## config.mk

```make
export PLATFORM = sky130hd
export DESIGN_NAME = mips_multicycle
export DESIGN_NICKNAME = d
export VERILOG_FILES = /design/src/rtl/mips_multicycle.sv
export SDC_FILE = /design/constraint.sdc
export NUM_CORES = 2
export LEC_CHECK = 0
export BUFFER_PORTS_ARGS = -buffer_cell sky130_fd_sc_hd__buf_2
export CAP_MARGIN = 20
export CORE_MARGIN = 1.5
export CORE_UTILIZATION = 58
export CTS_CLUSTER_DIAMETER = 30
export DETAILED_ROUTE_END_ITERATION = 8
export PLACE_DENSITY = 0.76
export SETUP_SLACK_MARGIN = 0.4
export SLEW_MARGIN = 20
export SYNTH_ARGS = -nofsm -noshare
export SYNTH_HDL_FRONTEND = slang
export SYNTH_SLANG_ARGS = --single-unit
```

## constraint.sdc

```tcl
create_clock -name clk -period 34.5 [get_ports clk]
set_input_delay 3.45 -clock clk [delete_from_list [all_inputs] [get_ports clk]]
set_output_delay 3.45 -clock clk [all_outputs]
set_load 0.01 [all_outputs]
```

## src/rtl/mips_multicycle.sv

```systemverilog
// Multicycle MIPS-subset core: one shared memory port, internal 32x32 register file,
// FETCH -> DECODE -> EXEC -> (MEM) -> (WB) sequencing with an absorbing HALT on illegal opcodes.

module mips_multicycle #(
   parameter logic [31:0] RESET_PC = 32'h0000_0000,
   parameter int          ADDR_W   = 32
) (
   input  logic              clk,
   input  logic              rst,
   output logic              mem_req,
   output logic              mem_we,
   output logic [ADDR_W-1:0] mem_addr,
   output logic [31:0]       mem_wdata,
   input  logic [31:0]       mem_rdata,
   input  logic              mem_ack,
   output logic [31:0]       pc,
   output logic [2:0]        state,
   output logic              retire,
   output logic              halted,
   input  logic [4:0]        dbg_sel,
   output logic [31:0]       dbg_data
);

   localparam logic [5:0] OP_RTYPE = 6'h00;
   localparam logic [5:0] OP_J     = 6'h02;
   localparam logic [5:0] OP_BEQ   = 6'h04;
   localparam logic [5:0] OP_ADDI  = 6'h08;
   localparam logic [5:0] OP_LW    = 6'h23;
   localparam logic [5:0] OP_SW    = 6'h2B;

   localparam logic [5:0] FN_ADD = 6'h20;
   localparam logic [5:0] FN_SUB = 6'h22;
   localparam logic [5:0] FN_AND = 6'h24;
   localparam logic [5:0] FN_OR  = 6'h25;
   localparam logic [5:0] FN_SLT = 6'h2A;

   typedef enum logic [2:0] {
      S_FETCH  = 3'd0,
      S_DECODE = 3'd1,
      S_EXEC   = 3'd2,
      S_MEM    = 3'd3,
      S_WB     = 3'd4,
      S_HALT   = 3'd5
   } state_t;

   state_t      r_state, w_next;
   logic [31:0] r_pc, r_ir, r_mdr, r_a, r_b, r_alu_out;
   logic [31:0] r_rf [32];

   logic [5:0]  w_op, w_funct;
   logic [4:0]  w_rs, w_rt, w_rd, w_dest;
   logic [31:0] w_sext, w_alu, w_wb_data;
   logic        w_legal, w_req, w_we, w_is_sw;

   assign w_op      = r_ir[31:26];
   assign w_rs      = r_ir[25:21];
   assign w_rt      = r_ir[20:16];
   assign w_rd      = r_ir[15:11];
   assign w_funct   = r_ir[5:0];
   assign w_sext    = {{16{r_ir[15]}}, r_ir[15:0]};
   assign w_is_sw   = (w_op == OP_SW);
   assign w_dest    = (w_op == OP_RTYPE) ? w_rd : w_rt;
   assign w_wb_data = (w_op == OP_LW) ? r_mdr : r_alu_out;

   always_comb begin
      w_legal = 1'b0;
      case (w_op)
         OP_RTYPE: w_legal = (w_funct == FN_ADD) || (w_funct == FN_SUB) || (w_funct == FN_AND) ||
                             (w_funct == FN_OR)  || (w_funct == FN_SLT);
         OP_J, OP_BEQ, OP_ADDI, OP_LW, OP_SW: w_legal = 1'b1;
         default: w_legal = 1'b0;
      endcase
   end

   // addi, lw and sw all share the A + sext(imm16) path
   always_comb begin
      w_alu = r_a + w_sext;
      if (w_op == OP_RTYPE) begin
         case (w_funct)
            FN_SUB:  w_alu = r_a - r_b;
            FN_AND:  w_alu = r_a & r_b;
            FN_OR:   w_alu = r_a | r_b;
            FN_SLT:  w_alu = {31'b0, $signed(r_a) < $signed(r_b)};
            default: w_alu = r_a + r_b;
         endcase
      end
   end

   always_comb begin
      w_next   = r_state;
      w_req    = 1'b0;
      w_we     = 1'b0;
      mem_addr = r_pc[ADDR_W-1:0];
      retire   = 1'b0;
      case (r_state)
         S_FETCH: begin
            w_req = 1'b1;
            if (mem_ack) w_next = S_DECODE;
         end
         S_DECODE: w_next = w_legal ? S_EXEC : S_HALT;
         S_EXEC: begin
            if ((w_op == OP_BEQ) || (w_op == OP_J)) begin
               retire = 1'b1;
               w_next = S_FETCH;
            end else if ((w_op == OP_LW) || w_is_sw) begin
               w_next = S_MEM;
            end else begin
               w_next = S_WB;
            end
         end
         S_MEM: begin
            w_req    = 1'b1;
            w_we     = w_is_sw;
            mem_addr = r_alu_out[ADDR_W-1:0];
            if (mem_ack) begin
               retire = w_is_sw;
               w_next = w_is_sw ? S_FETCH : S_WB;
            end
         end
         S_WB: begin
            retire = 1'b1;
            w_next = S_FETCH;
         end
         S_HALT:  w_next = S_HALT;
         default: w_next = S_HALT;
      endcase
   end

   // request is killed combinationally so an assert of rst mid-transaction drops it at once
   assign mem_req   = w_req & ~rst;
   assign mem_we    = w_we & ~rst;
   assign mem_wdata = r_b;
   assign pc        = r_pc;
   assign state     = r_state;
   assign halted    = (r_state == S_HALT);
   assign dbg_data  = (dbg_sel == 5'd0) ? 32'h0 : r_rf[dbg_sel];

   always_ff @(posedge clk or posedge rst) begin
      if (rst) r_state <= S_FETCH;
      else     r_state <= w_next;
   end

   always_ff @(posedge clk or posedge rst) begin
      if (rst) begin
         r_pc      <= RESET_PC;
         r_ir      <= '0;
         r_mdr     <= '0;
         r_a       <= '0;
         r_b       <= '0;
         r_alu_out <= '0;
         for (int i = 0; i < 32; i++) r_rf[i] <= '0;
      end else begin
         case (r_state)
            S_FETCH: begin
               if (mem_ack) begin
                  r_ir <= mem_rdata;
                  r_pc <= r_pc + 32'd4;
               end
            end
            S_DECODE: begin
               r_a       <= r_rf[w_rs];
               r_b       <= r_rf[w_rt];
               r_alu_out <= r_pc + {w_sext[29:0], 2'b00};
            end
            S_EXEC: begin
               if (w_op == OP_BEQ) begin
                  if (r_a == r_b) r_pc <= r_alu_out;
               end else if (w_op == OP_J) begin
                  r_pc <= {r_pc[31:28], r_ir[25:0], 2'b00};
               end else begin
                  r_alu_out <= w_alu;
               end
            end
            S_MEM: begin
               if (mem_ack && !w_is_sw) r_mdr <= mem_rdata;
            end
            S_WB: begin
               if (w_dest != 5'd0) r_rf[w_dest] <= w_wb_data;
            end
            default: ;
         endcase
      end
   end

endmodule
```

==> results.txt <==
Ranked by instance count, the synthesized netlist is headed by dfrtp_1 (1219), mux4_2 (960), nand2_1 (842). The flow ran to the end, and the final reports show no timing, DRC or antenna violations. In the post-synthesis netlist, the biggest area contributors are dfrtp_1 (40%), mux4_2 (28%), a21oi_1 (4.6%). The logs give 0 for the yosys synthesis warning count and 266 mm for the total length of routed wires. The buffer depth of the longest clock path was 3. Headroom to the max-slew limit came out at 14.8%. After clock tree synthesis, the clock-pin slew on the worst setup and hold paths is 0.05 ns. The total internal power is 0.00301 W.

The die covers 0.134 mm2. Along the worst path, the maximum fanout reaches 49. The violation count after the first detailed-routing iteration was 9586; the number of enable flip-flop cells after synthesis was 0. The net count reported at finish came out at 6975. For this run, the share of the core covered by cells in the final layout is 66.1%. Yosys instantiated no cell more often than dfrtp_1.

TritonCTS built the clock tree. The total overflow left after global routing is 0. In the routed design, unresolved DRC markers number 0.

In this run the core area contains 133 standard-cell rows. The number of standard cells after synthesis was 6924. The pre-antenna-repair detailed-routing pass consisted of 8 iterations. Summing all multi-input logic gate instances after layout gives 0.0435 mm2. Among all flip-flop cells after synthesis, the most frequent one is dfrtp_1.

Initial antenna violation count: 10. The post-cts hold buffer count was 0; the total standard cell area after synthesis was 0.0766 mm2. The overall track demand over capacity in global routing was 39.6%; the fmax was 0.0910 GHz. At the pin with the least slew margin, the transition time is 1.28 ns. Pin placement for this block handled 175 I/O pins. Placer congestion estimate: 0.978. The max-slew violation count is 0. The fraction of layout instances using a drive strength above 1 is 26.4%. Setup repair after global routing left no endpoint under its margin.

Entering global routing, the biggest net connects 194 pins. In the final routed layout, each cell accounts on average for 30.4 um. Combinational logic is responsible for 4.9% of the overall power.

For the fill cell total of the finished layout, the log shows 8929. The run gives 39.8% as the sequential fraction of the synthesis area. For the remaining antenna violation count after routing, the log shows 0. The critical path is of the input port to primary output type. The tool flagged a number of max-cap violations equal to 0. The H-tree was split into 4 levels. The run gives 7.54 ns as the data arrival time at the worst-slack endpoint.

Data on the critical path is required at its endpoint by 31.05 ns. The number of buffers inserted during clock tree synthesis is 222, and the quantity of I/O buffers inserted on ports is 174. Counting flops and latches in the post-synthesis netlist gives 1219. Detail-routed via count per cell: 7.40. The tree is rooted in a clkbuf_16. In this run the static leakage power is 36.3 nW. Count of endpoints failing setup in the final report: 0. The finished cells cover 0.0868 mm2. dfrtp_1 takes more of the synthesized area than any other cell.

Switching part of the total power: 24.2%. The analysis attributes to net switching a power of 0.000963 W. The core footprint is 0.131 mm2, and the synthesis-to-finish area growth is 13.4%. The final critical path time including I/O delays and setup was 10.99 ns.

The clock arrives with 0.0561 ns of skew. Dividing total power by cell area gives a power density of 45.8 mW/mm2. The die is 366 um wide. At the later pin of the worst-skew pair, clock insertion delay measures 0.85 ns. Of the post-synthesis cell area, the dominant cell type holds 39.8%.

The tools report the element type at the critical path end as a primary output. CTS saw 1219 sinks. The sequential share of power came out at 36.4%. The run gives 0.0305 mm2 as the flip-flop and latch area. Setup total negative slack on the finished layout was measured at 0 ns.

The final route contains 64600 vias. The setup fix buffers added after clock tree synthesis is 0, and the starting density of the core is 58.3%. The largest vdd supply drop was 0.0574 mV; the count of cell types in the netlist was 79.

Of all flip-flops after synthesis, the portion carrying an async set or reset was 100%. The wire length of the first global-routing pass came out at 401 mm. The per-instance average area after synthesis works out to 11.1 um2. The run gives 64800 as the number of global-route vias before repair. The number of nets in the synthesized netlist is 7125.

The nature of the critical path startpoint was an input port. The min-delay analysis places its worst path in the category flip-flop to flip-flop. The final period utilization is 31.8%.

The number of gates resized after CTS is 0, and the vertical extent of the die is 366 um. After legalization and detailed placement, the total HPWL measured 151 mm. The final hold violation count is 0.

Of the total power, the clock network draws 58.8%. Summing all placed instances gives a cell area of 0.0786 mm2.
## cells by family (layout without fill, tap and decap cells)
group | after synthesis | count (layout) | share of synthesized area [%]
and+or+nand+nor | 1843 | 1843 | 9.80
AOI/OAI and AO/OA | 1724 | 1724 | 12.6
DFF | 1219 | 1219 | 39.8
muxes | 1130 | 1130 | 30.6
buffers and inverters | 796 | 844 | 3.91
adders and majority gates | 161 | 161 | 2.67
xor gates and xnor gates | 51 | 51 | 0.583
other | 0 | 3 | 0
## power by group through the flow
stage / clock network, W / logic, W / registers (W)
after floorplan: 0 / 0.000141 / 0.00146
after global placement: 0 / 0.000186 / 0.00147
after detailed placement: 0 / 0.000189 / 0.00147
after CTS: 0.00233 / 0.000190 / 0.00145
after global routing: 0.00241 / 0.000204 / 0.00145
final: 0.00234 / 0.000193 / 0.00145
## layer usage
| metal | wire length, um | up-vias | GRT usage (%) |
|---|---|---|---|
| met4 | 19300 | 14 | 25.9 |
| met3 | 40600 | 1441 | 14.4 |
| met5 | 139 | - | 0 |
| li1 | - | 25600 | - |
| met2 | 117000 | 5743 | 58.1 |
| met1 | 88100 | 31800 | 49.8 |
## placed cells by master (no fill, tap or decap), types with 35 or more instances in the layout
cell type and n:
a21oi_1 711, buf_2 169, ha_1 157, nor3_1 42, buf_4 118, a211oi_1 43
mux4_2 960, mux2_2 63, a21o_1 35, mux2i_1 75, a31oi_1 58, dfrtp_1 1208
nor2_1 725, xnor2_1 39, o21ai_0 644, clkbuf_16 229, nand3_1 55, inv_1 117
nand2_1 827
## flip-flops by register name (all words and copies together) (netlist names)
register   cells
r_mdr         32
r_alu_out     32
r_rf        1024
r_a           32
pc            32
state          3
r_ir          32
mem_wdata     32
## critical path, cell delays in order
cell and delay, ns:
buf_8 0.42, buf_4 0.84, buf_4 0.91, mux4_2 0.62
mux4_2 0.48, mux2i_1 0.33, nor2_1 0.20, buf_2 0.22
## worst paths after layout
| kind | slack (ns) | startpoint | depth (start not counted) | end |
|---|---|---|---|---|
| max | 23.51 | dbg_sel[0] | 8 | dbg_data[31] |
| max in group asynchronous | 28.81 | rst | 6 | r_rf[277] |
| min in group asynchronous | 2.71 | rst | 2 | r_ir[29] |
| min reg2reg | 0.41 | r_rf[1012] | 0 | r_rf[1012] |
| max reg2reg | 29.36 | r_ir[21] | 7 | r_a[18] |
| min | 0.41 | r_rf[1012] | 0 | r_rf[1012] |
## stage by stage
stage / cells / setup slack (ns) / hold WS, ns / total power (W)
floorplan: 6924 / 14.21 / 0.458 / 0.00161
global placement: 8300 / 23.28 / 0.393 / 0.00166
detailed placement: 8301 / 23.19 / 0.403 / 0.00166
CTS: 8723 / 23.11 / 0.414 / 0.00397
global route: 8727 / 23.22 / 0.429 / 0.00406
finish: 8730 / 23.51 / 0.414 / 0.00398
## area by class of cell
| class | instances | share of cell area (%) |
|---|---|---|
| antenna | 3 | 0.00865 |
| timing repair buffer | 303 | 2.33 |
| clock inverter | 159 | 2.37 |
| inverter | 119 | 0.519 |
| multi-input combinational | 4909 | 50.1 |
| tap | 1755 | 2.53 |
| clock buffer | 263 | 6.98 |
| sequential | 1219 | 35.2 |
Power figures use the tool's default switching activity.
